File: src/rtl/subservient_sram_arb_pkg.sv
// Shared types and constants for the subservient SRAM arbiter.
package subservient_sram_arb_pkg;

  typedef enum logic {
    ARB  = 1'b0,
    LOCK = 1'b1
  } state_e;

  localparam int unsigned REQ_CORE = 0;
  localparam int unsigned REQ_HOST = 1;

  localparam int unsigned STATS_W  = 16;
  // Wide enough for any maxlock in 1..255.
  localparam int unsigned LOCK_CNT_W = 8;

endpackage

File: src/rtl/subservient_sram_arb_sel.sv
// Two-way round-robin select with lock override; produces a one-hot grant.
module subservient_sram_arb_sel
  import subservient_sram_arb_pkg::*;
(
  input  logic [1:0] req_i,
  input  logic       ptr_i,     // preferred side when both request
  input  logic       locked_i,  // lock state active
  input  logic       owner_i,   // lock owner
  input  logic       sat_i,     // lock counter at its limit
  output logic [1:0] gnt_o
);

  logic other_req;
  logic own_req;

  assign other_req = owner_i ? req_i[REQ_CORE] : req_i[REQ_HOST];
  assign own_req   = owner_i ? req_i[REQ_HOST] : req_i[REQ_CORE];

  // Pick the winner; a saturated lock with a waiting peer grants nobody this cycle.
  always_comb begin
    gnt_o = 2'b00;
    if (!locked_i) begin
      if (req_i == 2'b11) begin
        gnt_o = ptr_i ? 2'b10 : 2'b01;
      end else begin
        gnt_o = req_i;
      end
    end else if (!(sat_i && other_req) && own_req) begin
      gnt_o = owner_i ? 2'b10 : 2'b01;
    end
  end

endmodule

File: src/rtl/subservient_sram_arb.sv
// Arbiter sharing the byte-wide subservient SRAM between core and host.
// Optional grant statistics output enabled by SUBSERVIENT_SRAM_ARB_STATS_EN.
module subservient_sram_arb
  import subservient_sram_arb_pkg::*;
#(
  parameter int unsigned memsize = 512,
  parameter int unsigned aw      = $clog2(memsize),
  parameter int unsigned maxlock = 16
) (
  input  logic          i_clk,
  input  logic          i_rst,
  input  logic [1:0]    i_req,
  input  logic [1:0]    i_we,
  input  logic [aw-1:0] i_addr0,
  input  logic [aw-1:0] i_addr1,
  input  logic [7:0]    i_wdata0,
  input  logic [7:0]    i_wdata1,
  input  logic [1:0]    i_lock,
  output logic [1:0]    o_gnt,
  output logic [1:0]    o_rvalid,
  output logic [7:0]    o_rdata,
  output logic [aw-1:0] o_sram_waddr,
  output logic [7:0]    o_sram_wdata,
  output logic          o_sram_wen,
  output logic [aw-1:0] o_sram_raddr,
  input  logic [7:0]    i_sram_rdata
`ifdef SUBSERVIENT_SRAM_ARB_STATS_EN
  ,
  output logic [31:0]   o_stats
`endif
);

  localparam logic [LOCK_CNT_W-1:0] MaxLock = LOCK_CNT_W'(maxlock);

  state_e                  state_q;
  logic                    owner_q;
  logic                    ptr_q;
  logic [LOCK_CNT_W-1:0]   cnt_q;
  logic [1:0]              rvalid_q;
  logic [aw-1:0]           addr_q;
  logic [7:0]              wdata_q;

  logic [1:0]              sel_gnt;
  logic [1:0]              gnt;
  logic                    any_gnt;
  logic                    gidx;
  logic                    glock;
  logic                    gwe;
  logic [aw-1:0]           gaddr;
  logic [7:0]              gwdata;
  logic                    sat;
  logic                    force_ret;

  assign sat       = (cnt_q == MaxLock);
  assign force_ret = (state_q == LOCK) && sat &&
                     (owner_q ? i_req[REQ_CORE] : i_req[REQ_HOST]);

  subservient_sram_arb_sel u_sel (
    .req_i    (i_req),
    .ptr_i    (ptr_q),
    .locked_i (state_q == LOCK),
    .owner_i  (owner_q),
    .sat_i    (sat),
    .gnt_o    (sel_gnt)
  );

  // Grant is combinational but held off while reset is asserted.
  assign gnt     = i_rst ? 2'b00 : sel_gnt;
  assign any_gnt = |gnt;
  assign gidx    = gnt[REQ_HOST];
  assign glock   = gidx ? i_lock[REQ_HOST]  : i_lock[REQ_CORE];
  assign gwe     = gidx ? i_we[REQ_HOST]    : i_we[REQ_CORE];
  assign gaddr   = gidx ? i_addr1           : i_addr0;
  assign gwdata  = gidx ? i_wdata1          : i_wdata0;

  assign o_gnt        = gnt;
  assign o_sram_wen   = any_gnt & gwe;
  // Idle cycles replay the last granted address/data so the macro pins stay quiet.
  assign o_sram_waddr = any_gnt ? gaddr  : addr_q;
  assign o_sram_raddr = any_gnt ? gaddr  : addr_q;
  assign o_sram_wdata = any_gnt ? gwdata : wdata_q;
  assign o_rvalid     = rvalid_q;
  assign o_rdata      = i_sram_rdata;

  // Arbitration FSM, lock counter, round-robin pointer and read-valid pipe.
  always_ff @(posedge i_clk or posedge i_rst) begin
    if (i_rst) begin
      state_q  <= ARB;
      owner_q  <= 1'b0;
      ptr_q    <= 1'b0;
      cnt_q    <= '0;
      rvalid_q <= 2'b00;
      addr_q   <= '0;
      wdata_q  <= '0;
    end else begin
      rvalid_q <= gnt & ~i_we;
      if (any_gnt) begin
        addr_q  <= gaddr;
        wdata_q <= gwdata;
      end
      unique case (state_q)
        ARB: begin
          if (any_gnt) begin
            ptr_q <= ~gidx;
            if (glock) begin
              state_q <= LOCK;
              owner_q <= gidx;
              cnt_q   <= LOCK_CNT_W'(1);
            end
          end
        end
        LOCK: begin
          if (force_ret) begin
            state_q <= ARB;
            ptr_q   <= ~owner_q;
            cnt_q   <= '0;
          end else if (any_gnt) begin
            if (glock) begin
              if (!sat) cnt_q <= cnt_q + LOCK_CNT_W'(1);
            end else begin
              state_q <= ARB;
              ptr_q   <= ~owner_q;
              cnt_q   <= '0;
            end
          end
        end
        default: state_q <= ARB;
      endcase
    end
  end

`ifdef SUBSERVIENT_SRAM_ARB_STATS_EN
  logic [STATS_W-1:0] stat_core_q;
  logic [STATS_W-1:0] stat_host_q;

  // Saturating per-requester grant counters.
  always_ff @(posedge i_clk or posedge i_rst) begin
    if (i_rst) begin
      stat_core_q <= '0;
      stat_host_q <= '0;
    end else begin
      if (gnt[REQ_CORE] && (stat_core_q != '1)) stat_core_q <= stat_core_q + 1'b1;
      if (gnt[REQ_HOST] && (stat_host_q != '1)) stat_host_q <= stat_host_q + 1'b1;
    end
  end

  assign o_stats = {stat_host_q, stat_core_q};
`endif

endmodule

File: config.mk
export PLATFORM = sky130hd
export DESIGN_NAME = subservient_sram_arb
export DESIGN_NICKNAME = d
export VERILOG_FILES = /design/src/rtl/subservient_sram_arb_pkg.sv /design/src/rtl/subservient_sram_arb_sel.sv /design/src/rtl/subservient_sram_arb.sv
export SDC_FILE = /design/constraint.sdc
export NUM_CORES = 1
export LEC_CHECK = 0
export CORE_ASPECT_RATIO = 1.75
export CORE_MARGIN = 5
export CORE_UTILIZATION = 40
export DETAILED_ROUTE_END_ITERATION = 12
export PLACE_DENSITY = 0.77
export SLEW_MARGIN = 20
export SYNTH_ARGS = -nofsm -noshare
export SYNTH_HDL_FRONTEND = slang
export SYNTH_SLANG_ARGS = --single-unit
File: constraint.sdc
create_clock -name i_clk -period 3.52 [get_ports i_clk]
set_input_delay 0.528 -clock i_clk [delete_from_list [all_inputs] [get_ports i_clk]]
set_output_delay 0.528 -clock i_clk [all_outputs]
set_load 0.05 [all_outputs]
==> results of run 1 <==
path summary, 6_finish.rpt:
kind                                           start                    end  slack (ns)  depth (start not counted)
max in group asynchronous                      i_rst  o_rvalid[0]$_DFF_PP0_        2.23                          3
min in group asynchronous                      i_rst      state_q$_DFF_PP0_        0.64                          2
worst max-delay path            cnt_q[0]$_DFFE_PP0P_        o_sram_raddr[8]        0.21                          7
worst max register to register  cnt_q[0]$_DFFE_PP0P_   cnt_q[0]$_DFFE_PP0P_        0.62                          9
worst min-delay path            wdata_q[7]$_DFF_PP0_   wdata_q[7]$_DFF_PP0_        0.55                          2
worst min register to register  wdata_q[7]$_DFF_PP0_   wdata_q[7]$_DFF_PP0_        0.55                          2
registers in the layout, summed over array words and instances (netlist names):
name / count
state_q: 1
cnt_q: 8
owner_q: 1
o_rvalid: 2
wdata_q: 8
ptr_q: 1
addr_q: 9
logic make-up (layout without fill, tap and decap cells):
kind of cell,after synthesis,count (layout),share of synthesized area [%]
and+or+nand+nor,90,91,23.19
AOI/OAI and AO/OA,59,59,22.58
buffers and inverters,34,93,10.69
DFF,30,30,40.32
muxes,3,3,1.882
adders and majority gates,2,2,1.344
power breakdown:
| group | switching [W] | internal (W) | leakage [nW] |
|---|---|---|---|
| Sequential | 0.0000685 | 0.000477 | 0.367 |
| Combinational | 0.00108 | 0.000516 | 0.730 |
| Clock | 0.000112 | 0.000136 | 0.0383 |
through the flow:
step	instance area [um^2]	worst slack [ns]	hold WS (ns)
2_1_floorplan	1937	-0.04054	0.4995
3_3_place_gp	2539	0.1577	0.5363
3_5_place_dp	2539	0.08644	0.5395
4_1_cts	2618	0.1159	0.5503
5_1_grt	2624	0.004159	0.5829
6_report	2624	0.2085	0.5523
layout by cell type, fill, tap and decap left out, types with 2 or more instances in the layout:
master | synthesis | routed
and3_1 | 3 | 3
o2bb2ai_1 | 2 | 2
nor2_1 | 23 | 23
inv_1 | 7 | 7
a31oi_2 | 0 | 12
a22o_1 | 5 | 5
o21ai_0 | 11 | 11
clkdlybuf4s50_1 | 0 | 43
dfrtp_1 | 30 | 30
clkbuf_1 | 3 | 2
nand2b_1 | 7 | 7
nor3_1 | 2 | 2
a31oi_1 | 19 | 7
a31o_2 | 2 | 2
nor4_1 | 2 | 2
mux2i_1 | 2 | 2
nand2_1 | 39 | 39
ha_1 | 2 | 2
a21oi_1 | 6 | 6
clkbuf_8 | 0 | 5
buf_4 | 17 | 34
nor2b_1 | 4 | 4
critical path, stage by stage (launching register included):
cell and delay [ns]:
dfrtp_1 0.44, inv_1 0.08, ha_1 0.13, or4b_4 0.49, nor3_2 0.34, or2_2 0.51, a31oi_1 0.26, buf_4 0.26
timing repair:
| item | CTS | global route |
|---|---|---|
| resized for setup | 1 | 0 |
| endpoints found under the setup margin | 7 | 9 |
| cloned | 0 | 1 |
| pin swaps | 0 | 1 |
cell type report:
class | instances | area [um^2]
well taps | 52 | 65.06
repair buffers | 78 | 705.7
clock buffers | 7 | 76.32
inverters | 8 | 30.03
multi-input cells | 155 | 996.0
flip-flops and latches | 30 | 750.7
fillers | 396 | 1959
routing by layer:
| layer | vias up | track usage [%] |
|---|---|---|
| met5 | - | 0 |
| met4 | 0 | 7.843 |
| met3 | 13 | 3.604 |
| met2 | 51 | 29.46 |
| met1 | 867 | 20.15 |
| li1 | 867 | - |
==> metrics.yaml, run 1 <==
synth_most_common_cell: "nand2_1"
synth_area_per_cell_um2: 8.540
clkTransAtPathRegs_ns: 0.06
cts_root_buf: "clkbuf_8"
relSlewSlack_pct: 65.94
cp-start-kind: "flop"
utilization_pct: 57.25
top_layer: "met4"
vias: 1798
grt_pass1_vias: 1813
synth_area_leader_cell: "dfrtp_1"
dieArea_um2: 6172
period_minus_slack_ns: 3.311
clk_latency_ns: 0.27
ys_ff_latch: 30
dp_hpwl_um: 3990
syn_inst: 218
endpoint_kind: "primary output"
fin_cells: 330
peakVddDrop_mv: 0.6616
crit_type: "flop to primary output"
finalHoldViolCount: 0
synth_edf_count: 0
ys_warn_count: 0
synth_nets: 270
die_y_um: 100.3
min_period_over_period_pct: 94.08
boundaryPins: 89
antenna_found_initial: 0
portBuffers: 72
max_freq_mhz: 302.0
h-tree-depth: 2
route.met2.wl_um: 2862
drt_iter0_drc: 86
worstPathArrival_ns: 2.78
grt_pass1_wl_um: 8231
start_util_pct: 40.62
finClkSkew_ns: 0.005037
drc: 0
grt_max_degree: 39
antenna_left: 0
dr.pass1.iters: 4
post_synth_num_cell_types: 46
nNetsFinal: 330
cts_tree: "done"
cellPowerDensity_nw_per_um2: 912.1
synth_area_leaders: "dfrtp_1 (40%), nand2_1 (7.9%), buf_4 (6.9%)"
total_power_w: 0.002393
worstPathMaxFanout: 19
synthesis.area_um2: 1862
area_growth_pct: 40.93
yosysSeqAreaShare_pct: 40.32
status: "finished, final reports clean"
finalSetupViolCount: 0
numCtsBuffers: 5
cap_viol_max_count: 0
tightest_slew_ns: 0.5109
wl_per_cell_um: 15.94
rsz0062_at_grt: "false"
synth_top_area_share_pct: 40.32
fp-row-count: 33
drv_slew: 0
clkSinkCount: 30
dp_cells: 322
synth_common_cells: "nand2_1 (39), dfrtp_1 (30), nor2_1 (23)"
globalRouteTotalUtil_pct: 17.38
gp_congestion: 0.9883
async_reset_ff_share_pct: 100.0
min_path_type: "flop to flop"
cts_setup_buffers: 0
overflow: 0
leakage_nw: 1.136
fp.dieW_um: 61.57
core_um2: 4583
via_per_inst: 5.448
wl_met1_um: 1970
required_ns: 2.99
cts.path.max_buffers: 2
routed_wl_um: 5261
wl_met3_um: 268
layout-drive-gt1-share_pct: 23.74
antenna_cells: 0
synth-main-ff-cell: "dfrtp_1"
cts_hold_buf: 0
tns_ns: 0
No activity file was read; power rests on OpenSTA's default activity.
==> run 2, diff against run 1 <==
- CORE_UTILIZATION: 40 -> 41
- HOLD_SLACK_MARGIN: default -> 0.03
- PLACE_DENSITY: 0.77 -> 0.79
- SLEW_MARGIN: 20 -> default
==> run 2 against run 1 <==
Maximum frequency is 0.96% higher; first-iteration DRC count decreased by 31%; clock power up 44%; register-to-register slack improved by 0.33 ns; sequential share of layout area fell by 0.81 points; critical endpoint is now o_sram_raddr[1].
==> metrics.yaml, run 2 (synthesis results as in run 1) <==
cap_viol_max_count: 0  # unchanged
grt_pass1_wl_um: 8790  # +6.8%
fp-row-count: 32  # -3.0%
period_minus_slack_ns: 3.280  # -0.03145 ns
max_freq_mhz: 304.9  # +0.96%
reg2reg_from: "cnt_q[0]$_DFFE_PP0P_"
crit_path_end: "o_sram_raddr[1]"
fp.dieW_um: 60.94  # -1.0%
antenna_left: 0  # unchanged
dp_hpwl_um: 4049  # +1.5%
grt_max_degree: 28  # -28%
required_ns: 2.99  # about the same
dieArea_um2: 6042  # -2.1%
die_y_um: 99.15  # -1.1%
slowest_stage: "or4b_4"
antenna_cells: 0  # unchanged
final_cell_mix: "clkdlybuf4s50_1 (43), nand2_1 (39), buf_4 (35)"
drv_slew: 0  # unchanged
leakage_nw: 1.177  # +3.6%
drt_iter0_drc: 59  # -31%
endpoint_kind: "primary output"
start_util_pct: 42.27  # +1.7 points
top_regs: "addr_q: 9 flops, cnt_q: 8 flops, wdata_q: 8 flops"
cts_hold_buf: 0  # unchanged
tightest_slew_ns: 0.6346  # +0.1238 ns
min_period_over_period_pct: 93.18  # -0.89 points
cellPowerDensity_nw_per_um2: 931.9  # +2.2%
globalRouteTotalUtil_pct: 18.95  # +1.6 points
drc: 0  # unchanged
largest_reg_flops: 9  # unchanged
pre_cts_slack_ns: 0.3215  # +0.2351 ns
cp-start-kind: "flop"
worstPathMaxFanout: 14  # -5
boundaryPins: 89  # unchanged
gp_congestion: 0.8230  # -17%
layout-drive-gt1-share_pct: 25.00  # +1.3 points
cts.path.max_buffers: 2  # unchanged
wl_per_cell_um: 16.21  # +1.6%
tns_ns: 0  # unchanged
relSlewSlack_pct: 57.30  # -8.6 points
h-tree-depth: 2  # unchanged
status: "finished, final reports clean"
grt_pass1_vias: 1853  # +2.2%
numCtsBuffers: 5  # unchanged
core_um2: 4404  # -3.9%
min_path_type: "flop to flop"
dr.pass1.iters: 4  # unchanged
finalWorstSetupSlack_ns: 0.2400  # +0.03145 ns
finClkSkew_ns: 0.002318  # -0.002719 ns
finalSetupViolCount: 0  # unchanged
max_stage_delay_ns: 0.50  # about the same
path_cells: "inv_1 -> ha_1 -> or4b_4 -> nor3_2 -> or2_4 -> buf_12 -> nor2_1 -> a31oi_1 -> buf_4"
rr_endpoint: "owner_q$_DFFE_PP0P_"
crit_type: "flop to primary output"
vias: 1784  # -0.78%
portBuffers: 72  # unchanged
r2r_cells: 8  # -1
cp-startpoint: "cnt_q[0]$_DFFE_PP0P_"
rsz0062_at_grt: "false"
peakVddDrop_mv: 0.8911  # +35%
worstPathArrival_ns: 2.75  # -0.03 ns
cts_tree: "done"
routed_wl_um: 5364  # +2.0%
antenna_found_initial: 0  # unchanged
area_growth_pct: 45.03
final_common_cell: "clkdlybuf4s50_1"
overflow: 0  # unchanged
top_register: "addr_q"
clkSinkCount: 30  # unchanged
nNetsFinal: 332  # +0.61%
r2r_slack_ns: 0.95  # +0.33 ns
finalHoldViolCount: 0  # unchanged
cts_root_buf: "clkbuf_8"
clkTransAtPathRegs_ns: 0.06  # about the same
clk_latency_ns: 0.28  # about the same
via_per_inst: 5.390  # -1.1%
[run 2: worst min-delay path by stage]
stage | from | endpoint | cells after the start
6_report | cnt_q[7]$_DFFE_PP0P_ | cnt_q[7]$_DFFE_PP0P_ | 1
5_1_grt | cnt_q[7]$_DFFE_PP0P_ | cnt_q[7]$_DFFE_PP0P_ | 1
4_1_cts | cnt_q[7]$_DFFE_PP0P_ | cnt_q[7]$_DFFE_PP0P_ | 1
3_5_place_dp | cnt_q[7]$_DFFE_PP0P_ | cnt_q[7]$_DFFE_PP0P_ | 1
3_3_place_gp | cnt_q[7]$_DFFE_PP0P_ | cnt_q[7]$_DFFE_PP0P_ | 1
2_1_floorplan | cnt_q[2]$_DFFE_PP0P_ | cnt_q[2]$_DFFE_PP0P_ | 1
[run 2: per-stage QoR]
step	util, %	hold slack [ns]	power, W	instance area [um^2]	instances
after floorplan	-	0.4995	0.001795	1937	218
after global placement	58.18	0.5181	0.002138	2562	321
after detailed placement	58.18	0.5217	0.002158	2562	321
after CTS	60.74	0.5415	0.002519	2675	328
after global routing	61.31	0.5656	0.002646	2700	331
final	61.31	0.5406	0.002516	2700	331
[run 2: final cells by class]
class | count | area, um^2
Clock buffer | 6 | 82.58
Clock inverter | 1 | 30.03
Fill cell | 395 | 1704
Inverter | 8 | 30.03
Multi-Input combinational cell | 154 | 989.7
Sequential cell | 30 | 750.7
Tap cell | 51 | 63.81
Timing Repair Buffer | 81 | 753.2
[run 2: what timing repair did]
item                                    CTS  global route
gates resized for setup                   0             1
endpoints found under the setup margin    0            15
buffers inserted                          0             3
[run 2: routing by layer]
metal / up-vias / part of all wire, % / GRT usage, %
met5: - / 0 / 0
met4: 0 / 3.6 / 8.013
met3: 15 / 6.1 / 3.636
met2: 59 / 53 / 32.81
met1: 839 / 37 / 21.83
li1: 871 / - / -
[run 2: critical path: cells and delay by family (launching register included)]
| kind | cells | cell delay (ns) |
|---|---|---|
| AND/OR/NAND/NOR | 4 | 1.16 |
| buffers and inverters | 3 | 0.50 |
| flip-flops | 1 | 0.44 |
| AO/OA/AOI/OAI | 1 | 0.24 |
| adder cells (fa/ha/maj) | 1 | 0.14 |
[run 2: where the power goes]
part           internal (W)  leakage (nW)  switching (W)  total (W)
clock              0.000226        0.0573       0.000130   0.000356
combinational      0.000531         0.753        0.00106    0.00160
sequential         0.000476         0.367      0.0000878   0.000564
total               0.00123          1.18        0.00128    0.00252
==> run 3, diff against run 2 <==
- REMOVE_ABC_BUFFERS: default -> 1
==> run 3 against run 2 <==
Maximum frequency is 1.3% lower; final cell count shrank 0.60%; first-iteration DRC count is 75% higher; setup slack worse by 0.043 ns; die area stayed put; core utilization fell by 2.3 points; critical path depth fell by 1; count of clock-buffer cells in the layout is the same; non-clock buffer count decreased by 2; critical endpoint is now o_sram_waddr[4]; largest power group unchanged.
==> metrics.yaml, run 3 (synthesis results as in run 1) <==
tightest_slew_ns: 0.5439  # -0.09068 ns
antenna_found_initial: 0  # unchanged
dieArea_um2: 6042  # unchanged
numCtsBuffers: 5  # unchanged
cp-start-kind: "flop"
endpoint_kind: "primary output"
cts.path.max_buffers: 2  # unchanged
status: "finished, final reports clean"
antenna_cells: 0  # unchanged
finalHoldViolCount: 0  # unchanged
leakage_nw: 1.154  # -2.0%
cts_hold_buf: 0  # unchanged
area_growth_pct: 39.52
slowest_stage: "or4b_4"
total_power_w: 0.002457  # -2.4%
max_stage_delay_ns: 0.49  # about the same
layout-drive-gt1-share_pct: 20.14  # -4.9 points
top_regs: "addr_q: 9 flops, cnt_q: 8 flops, wdata_q: 8 flops"
drc: 0  # unchanged
grt_pass1_vias: 1847  # -0.32%
boundaryPins: 89  # unchanged
fp-row-count: 32  # unchanged
largest_reg_flops: 9  # unchanged
min_path_type: "input pin to asynchronous set/reset pin"
finClkSkew_ns: 0.01051  # +0.008191 ns
top_register: "addr_q"
routed_wl_um: 5306  # -1.1%
grt_max_degree: 41  # +46%
h-tree-depth: 2  # unchanged
start_util_pct: 42.27  # unchanged
vias: 1804  # +1.1%
core_um2: 4404  # unchanged
dr.pass1.iters: 6  # +2
grt_pass1_wl_um: 8597  # -2.2%
seq_area_um2: 750.7  # unchanged
crit_type: "flop to primary output"
fillCellCount: 401  # +1.5%
portBuffers: 72  # unchanged
cellPowerDensity_nw_per_um2: 945.9  # +1.5%
worstPathArrival_ns: 2.79  # +0.04 ns
finalSetupViolCount: 0  # unchanged
globalRouteTotalUtil_pct: 18.83  # -0.12 points
peakVddDrop_mv: 0.8996  # +0.95%
required_ns: 2.99  # about the same
period_minus_slack_ns: 3.323  # +0.04288 ns
drv_slew: 0  # unchanged
overflow: 0  # unchanged
final_common_cell: "clkdlybuf4s50_1"
cts_setup_buffers: 0  # unchanged
multiInputGateArea_um2: 914.6  # -7.6%
cts_tree: "done"
dp_hpwl_um: 4116  # +1.7%
final_cell_mix: "clkdlybuf4s50_1 (43), nand2_1 (39), buf_4 (34)"
rsz0062_at_grt: "false"
fp.dieW_um: 60.94  # unchanged
relSlewSlack_pct: 63.40  # +6.1 points
path_cells: "inv_1 -> ha_1 -> or4b_4 -> nor3_2 -> or2_4 -> nor2_1 -> a31oi_1 -> buf_4"
nNetsFinal: 330  # -0.60%
die_y_um: 99.15  # unchanged
tns_ns: 0  # unchanged
drt_iter0_drc: 103  # +75%
antenna_left: 0  # unchanged
worstPathMaxFanout: 40  # +26
cts_root_buf: "clkbuf_8"
gp_congestion: 0.8967  # +9.0%
cap_viol_max_count: 0  # unchanged
wl_per_cell_um: 16.13  # -0.48%
min_period_over_period_pct: 94.40  # +1.2 points
via_per_inst: 5.483  # +1.7%
clkTransAtPathRegs_ns: 0.07  # about the same
max_freq_mhz: 300.9  # -1.3%
clkSinkCount: 30  # unchanged
clk_latency_ns: 0.28  # about the same
## run 3: final cells by class
class	count	share of cell area [%]
clock inverter	1	1.156
multi-input combinational	154	35.21
inverter	8	1.156
tap	51	2.457
clock buffer	6	3.179
sequential	30	28.90
timing repair buffer	79	27.94
## run 3: final timing paths
path	startpoint	endpoint	slack (ns)	depth (start not counted)
worst max-delay path	cnt_q[0]$_DFFE_PP0P_	o_sram_waddr[4]	0.20	8
worst min-delay path	i_rst	cnt_q[0]$_DFFE_PP0P_	0.54	2
worst max register to register	cnt_q[0]$_DFFE_PP0P_	owner_q$_DFFE_PP0P_	0.71	10
worst min register to register	wdata_q[3]$_DFF_PP0_	wdata_q[3]$_DFF_PP0_	0.55	2
max in group asynchronous	i_rst	cnt_q[2]$_DFFE_PP0P_	2.33	3
min in group i_clk	wdata_q[3]$_DFF_PP0_	wdata_q[3]$_DFF_PP0_	0.55	2
## run 3: timing repair
item                                   in CTS  in global routing
gates resized for setup                     1                  0
endpoints found under the hold margin       0                  0
setup endpoints to repair                   4                  0
## run 3: power by group
part | switching [W] | internal, W
Sequential | 0.0000831 | 0.000477
Combinational | 0.00105 | 0.000488
Clock | 0.000135 | 0.000226
## run 3: per-layer routing
metal  up-vias  GRT usage (%)  wire length [um]
li1        866              -                 -
met1       858          19.39              1840
met2        65          32.81              2862
met3        15          6.364               432
met4         0          8.681               170
met5         -              0                 0
## run 3: per-stage QoR
| step | cell area (um^2) | hold WS [ns] | setup WS (ns) | cells | utilization [%] |
|---|---|---|---|---|---|
| after floorplan | 1693 | 0.4995 | -0.6052 | 192 | - |
| after global placement | 2482 | 0.5323 | 0.3535 | 322 | 56.36 |
| after detailed placement | 2482 | 0.5340 | 0.2943 | 322 | 56.36 |
| after CTS | 2597 | 0.5462 | 0.1737 | 329 | 58.98 |
| after global routing | 2597 | 0.5648 | 0.03759 | 329 | 58.98 |
| final | 2597 | 0.5394 | 0.1971 | 329 | 58.98 |
## run 3: critical path: cells and delay by family (launching register included)
| kind | cells | cell delay (ns) |
|---|---|---|
| compound gates | 1 | 0.27 |
| fa+ha+maj | 1 | 0.13 |
| flops | 1 | 0.46 |
| simple gates | 4 | 1.29 |
| buf+inv | 2 | 0.35 |
